**src/rtl/fetch_unit.sv**
```systemverilog
// Instruction fetch stage: drives a single-outstanding-request instruction memory
// and fills the IF/ID pipeline register, handling stalls, wait states and redirects.
module fetch_unit #(
    parameter logic [63:0] RESET_PC = 64'h0
) (
    input  logic        CLOCK,
    input  logic        RESET,
    input  logic        PCWrite,
    input  logic        IFID_Write,
    input  logic        Branch_Taken,
    input  logic [63:0] Branch_Target,
    input  logic        IMem_Ready,
    input  logic [31:0] IMem_RData,
    output logic        IMem_Req,
    output logic [63:0] IMem_Addr,
    output logic [63:0] IFID_PC,
    output logic [31:0] IFID_Instruction,
    output logic        IFID_Valid
);

    typedef enum logic [1:0] {
        FETCH  = 2'd0,
        HOLD   = 2'd1,
        SQUASH = 2'd2
    } state_t;

    state_t      state_q, state_d;
    logic [63:0] pc_q, pc_d;
    logic [63:0] addr_q, addr_d;
    logic [63:0] ifidPc_q, ifidPc_d;
    logic [31:0] ifidInstr_q, ifidInstr_d;
    logic [31:0] holdBuf_q, holdBuf_d;
    logic        ifidValid_q, ifidValid_d;

    logic        advance;
    logic [63:0] target;

    assign advance = PCWrite & IFID_Write;
    assign target  = {Branch_Target[63:2], 2'b00};

    // In SQUASH, pc_q holds the pending redirect while addr_q keeps the abandoned request.
    always_comb begin
        state_d     = state_q;
        pc_d        = pc_q;
        addr_d      = addr_q;
        ifidPc_d    = ifidPc_q;
        ifidInstr_d = ifidInstr_q;
        holdBuf_d   = holdBuf_q;
        ifidValid_d = ifidValid_q;

        case (state_q)
            FETCH: begin
                if (Branch_Taken) begin
                    pc_d        = target;
                    ifidValid_d = 1'b0;
                    if (IMem_Ready) begin
                        addr_d = target;
                    end else begin
                        state_d = SQUASH;
                    end
                end else if (IMem_Ready) begin
                    if (advance) begin
                        ifidPc_d    = addr_q;
                        ifidInstr_d = IMem_RData;
                        ifidValid_d = 1'b1;
                        pc_d        = addr_q + 64'd4;
                        addr_d      = addr_q + 64'd4;
                    end else begin
                        holdBuf_d = IMem_RData;
                        state_d   = HOLD;
                    end
                end else if (IFID_Write) begin
                    ifidValid_d = 1'b0;
                end
            end

            HOLD: begin
                if (Branch_Taken) begin
                    pc_d        = target;
                    addr_d      = target;
                    ifidValid_d = 1'b0;
                    state_d     = FETCH;
                end else if (advance) begin
                    ifidPc_d    = pc_q;
                    ifidInstr_d = holdBuf_q;
                    ifidValid_d = 1'b1;
                    pc_d        = pc_q + 64'd4;
                    addr_d      = pc_q + 64'd4;
                    state_d     = FETCH;
                end
            end

            SQUASH: begin
                ifidValid_d = 1'b0;
                if (Branch_Taken) begin
                    pc_d = target;
                end
                if (IMem_Ready) begin
                    addr_d  = Branch_Taken ? target : pc_q;
                    state_d = FETCH;
                end
            end

            default: begin
                state_d = FETCH;
            end
        endcase
    end

    always_ff @(posedge CLOCK or posedge RESET) begin
        if (RESET) begin
            state_q     <= FETCH;
            pc_q        <= RESET_PC;
            addr_q      <= RESET_PC;
            ifidPc_q    <= 64'h0;
            ifidInstr_q <= 32'h0;
            holdBuf_q   <= 32'h0;
            ifidValid_q <= 1'b0;
        end else begin
            state_q     <= state_d;
            pc_q        <= pc_d;
            addr_q      <= addr_d;
            ifidPc_q    <= ifidPc_d;
            ifidInstr_q <= ifidInstr_d;
            holdBuf_q   <= holdBuf_d;
            ifidValid_q <= ifidValid_d;
        end
    end

    // Gated by RESET so the request drops the moment reset asserts, not at the next edge.
    assign IMem_Req         = ~RESET & (state_q != HOLD);
    assign IMem_Addr        = addr_q;
    assign IFID_PC          = ifidPc_q;
    assign IFID_Instruction = ifidInstr_q;
    assign IFID_Valid       = ifidValid_q;

endmodule

```
**config.mk**
```make
export PLATFORM = sky130hd
export DESIGN_NAME = fetch_unit
export DESIGN_NICKNAME = d
export VERILOG_FILES = /design/src/rtl/fetch_unit.sv
export SDC_FILE = /design/constraint.sdc
export NUM_CORES = 1
export LEC_CHECK = 0
export CAP_MARGIN = 30
export CORE_ASPECT_RATIO = 0.75
export CORE_MARGIN = 2
export CORE_UTILIZATION = 59
export DETAILED_ROUTE_END_ITERATION = 8
export PLACE_DENSITY_LB_ADDON = 0.08
export SETUP_SLACK_MARGIN = 0.4
export SLEW_MARGIN = 20
export SYNTH_ARGS = -nofsm -noshare
export SYNTH_HDL_FRONTEND = slang
export SYNTH_SLANG_ARGS = --single-unit
```
**constraint.sdc**
```tcl
create_clock -name CLOCK -period 24 [get_ports CLOCK]
set_input_delay 3.6 -clock CLOCK [delete_from_list [all_inputs] [get_ports CLOCK]]
set_output_delay 3.6 -clock CLOCK [all_outputs]
set_load 0.005 [all_outputs]
```
==> Word-level counts from Yosys, hierarchy flattened <==
Cells that the tools add are included.
{ "totals": {"regBits": 259} }
{ "classes": {"n_reduce_logical": 9, "eq_ne": 15, "mux": 37, "n_bitwise": 5, "n_addsub": 2} }
{ "ops": {"columns": ["cell", "count"], "rows": [
  ["$mux 64", 14],
  ["$pmux 64 s3", 2],
  ["$mux 32", 5],
  ["$add 64x3->64 const B", 2],
  ["$pmux 64 s2", 1],
  ["$pmux 32 s2", 1],
  ["$ne 3x3->1 const B", 5],
  ["$mux 2", 7],
  ["$ne 2x2->1 const B", 6],
  ["$reduce_and 5->1", 2],
  ["$reduce_and 4->1", 2],
  ["$pmux 2 s3", 1],
  ["$reduce_and 6->1", 1],
  ["$mux 1", 5],
  ["$ne 4x4->1 const B", 1],
  ["$not 1->1", 3],
  ["$pmux 1 s3", 1],
  ["$reduce_bool 3->1", 1],
  ["$and 1x1->1", 2],
  ["$eq 2x1->1 const B", 1],
  ["$eq 2x2->1 const B", 1],
  ["$logic_not 2->1", 1],
  ["$ne 2x1->1 const B", 1],
  ["$reduce_and 2->1", 1],
  ["$reduce_bool 2->1", 1]
]} }

==> Longest topological paths before layout <==
{ "logic_depth": {"depth_word": 5, "ltp_mapped": 11, "mapped_depth_nobuf": 8} }

==> Worst setup path before layout <==
Ideal clock, no wire load.
{ "synth_path": {"path_type": "in2out", "startpoint": "input port RESET", "endpoint": "output port IMem_Req", "required_time_ns": 20.400, "stages": 1, "slack_ns": 16.705, "arrival_time_ns": 3.695, "cell_sequence": "nor2_1"} }
{ "synth_via": {"elab_chain_len": 2} }
{ "synth_rtl": {"columns": ["item", "line", "rtl"], "rows": [
  ["start: declaration", "7", "input logic RESET,"],
  ["$not 1->1", "131", "assign IMem_Req = ~RESET & (state_q != HOLD);"],
  ["$and 1x1->1", "131", null],
  ["end: declaration", "14", "output logic IMem_Req,"]
]} }
No other way between the ends.

==> Worst setup path after layout <==
Same ends and word-level chain as after synthesis.

==> results.txt <==
Final Hold Fails: 0
Synth Register Bits: 259
Met2 GRT Util: 58.5%
Mapped Nets: 1997
Synth unique cells: 81
MaxCap Viol Count: 0
TNS Setup: 0 ns
Final Cycle Share: 35.0%
Worst Slack Setup Final: 15.61 ns
Clock tree buffer depth: 3
Global routing's busiest layer: met2
Clock sinks: 259
Placer Congestion: 0.975
Pwr/cell area: 133 nW/um2
Worst Hold Class: flip-flop to flip-flop
Postcts setup bufs: 0
Final cell area excluding filler cells: 19800 um2
Top-count cell post-synth: dfrtp_1
Worst-Margin Slew: 1.06 ns
WL/cell: 24.1 um
Largest net degree at the start of global routing: 122
Endpoints failing setup: 0
Leakage power: 0.00756 uW
Synth Cell Area: 16200 um2
Layout cells sized above 1: 7.43%
Origin of the critical flop-to-flop path: state_q[1]
Worst EP required: 20.40 ns
Detailed placement HPWL: 39000 um
Drt first pass iters: 6
Fill cells: 1987
Number of global-route vias before repair: 15.7k
First-pass GRT wire length: 90100 um
Area contributors post-synth: dfrtp_1 40%, mux2i_1 6.6%, nand2_1 4.6%
Maximum VDD drop: 0.0851 mV
Clock slew at reported path FFs: 0.06 ns
Die width: 195 um
Async SR Flop Fraction: 100%
Status: complete, no violations
Core Box Area: 26900 um2
Startpoint types: input port
Height of the die: 147 um
Detail Route Antenna Nets: 0
Most frequent cells after synthesis: 259 x dfrtp_1, 199 x nand2_1, 183 x nor2_1
CTS buffer count: 27
Warnings from Yosys: 0
WS Path Type: input port to output port
Worst path arrival time: 4.79 ns
Rows: 52
Placed Instance Area: 18800 um2
Grt met3 use: 11.3%
CTS tree: done
Post-cts resize count: 0
Clock Tree Root: clkbuf_16
Hold_sp: holdBuf_q[14]
Cell taking the most area after synthesis: dfrtp_1
# DRC: 0
Area grow syn2layout: 22.7%
Via density per instance: 6.95
EDFF count, synth: 0
Fin crit period: 8.39 ns
Global route overflow: 0
Max Clk Rate: 119 MHz
Final nets: 2149
Gate Count Post-Synth: 1889
Die Area: 28800 um2
Max-slew violations: 0
1st-iter DRT viols: 2271
Max H-tree Level: 1
WL final: 58200 um
Skew final: 0.0196 ns
Slew headroom: 28.6%
Total global routing track utilization: 39.7%
Worst skew pair latency: 0.57 ns
Worst Path Max Fanout: 2
Ys flop type: dfrtp_1
IO Pins: 264
Synth Area per Inst: 8.56 um2
Worst Setup SP: RESET
Finished Core Util: 73.7%
Vias post-DR: 16.8k
Place WS: 15.62 ns
Met1 usage: 56.1%
Starting density of the core: 60.0%
Hold buffers post-CTS: 0
RSZ-0062 raised after global routing: false
Initial antenna violation count: 3
CP Capture Type: output port
Seq/Total Area, Yosys: 40.1%
Top cell type's share of synthesized area: 40.1%
IO buf count: 261
-- cell type report --
| cell class | instances | area [um2] | area share (%) |
|---|---|---|---|
| Inverter | 28 | 113 | 0.567 |
| Clock inverter | 10 | 210 | 1.06 |
| Multi-Input combinational cell | 1435 | 8970 | 45.2 |
| Antenna cell | 2 | 5.00 | 0.0252 |
| Sequential cell | 259 | 6480 | 32.7 |
| Tap cell | 351 | 439 | 2.21 |
| Clock buffer | 37 | 763 | 3.85 |
| Timing Repair Buffer | 290 | 2860 | 14.4 |
-- critical path, stage by stage --
cell	delay, ns
clkdlybuf4s50_1	0.51
nor2_1	0.15
clkdlybuf4s50_1	0.53
-- layout by cell type (no fill, tap or decap), types with 15 or more instances in the layout --
master and count:
o211ai_1 19, nand4_1 60, xnor2_1 15, and3_1 35, nor4_1 30, clkdlybuf4s50_1 260
nor2_1 183, a31oi_1 17, mux2_2 44, a21oi_1 141, o41ai_1 20, dfrtp_1 259
o21ai_0 127, buf_4 25, nor3_1 40, mux2i_1 107, inv_1 25, nand3_1 79
nand2_1 199, o31ai_1 37, clkbuf_16 27, and4_1 29
-- registers in the layout, summed over array words and instances (netlist names) --
| name | flops |
|---|---|
| IFID_PC | 64 |
| IFID_Valid | 1 |
| IMem_Addr | 64 |
| IFID_Instruction | 32 |
| state_q | 2 |
| holdBuf_q | 32 |
| pc_q | 64 |
-- power by group --
group          switching (uW)  internal, uW
registers                 305           649
logic                     645           578
clock network             185           286
total                    1130          1510
-- metal layers --
layer / vias to the layer above / share of wire, %
met4: 4 / 3.6
li1: 7342 / -
met3: 174 / 14
met2: 1221 / 43
met1: 8013 / 40
met5: - / 0.046
-- final timing paths --
path	cells after the start	slack, ns	to
max	3	15.61	IMem_Req
min	1	0.51	holdBuf_q[14]
max reg2reg	10	19.55	IMem_Addr[61]
min reg2reg	1	0.51	holdBuf_q[14]
max in group asynchronous	4	19.07	IFID_Instruction[12]
min in group asynchronous	2	3.67	holdBuf_q[22]
-- cell families after synthesis --
| family | after synthesis | share of synthesized area [%] |
|---|---|---|
| xor gates and xnor gates | 23 | 1.25 |
| muxes | 151 | 9.69 |
| buffers and inverters | 195 | 4.69 |
| AOI/OAI and AO/OA | 517 | 21.0 |
| adders and majority gates | 6 | 0.464 |
| and+or+nand+nor | 738 | 22.9 |
| DFF | 259 | 40.1 |
-- per-stage QoR --
step / hold WS, ns / std cells / total power (uW)
CTS: 0.508 / 2406 / 2610
floorplan: 0.479 / 1889 / 1560
global route: 0.525 / 2412 / 2790
detailed placement: 0.494 / 2359 / 2130
global placement: 0.486 / 2358 / 2080
finish: 0.505 / 2412 / 2650
No activity file was read; power rests on OpenSTA's default activity.
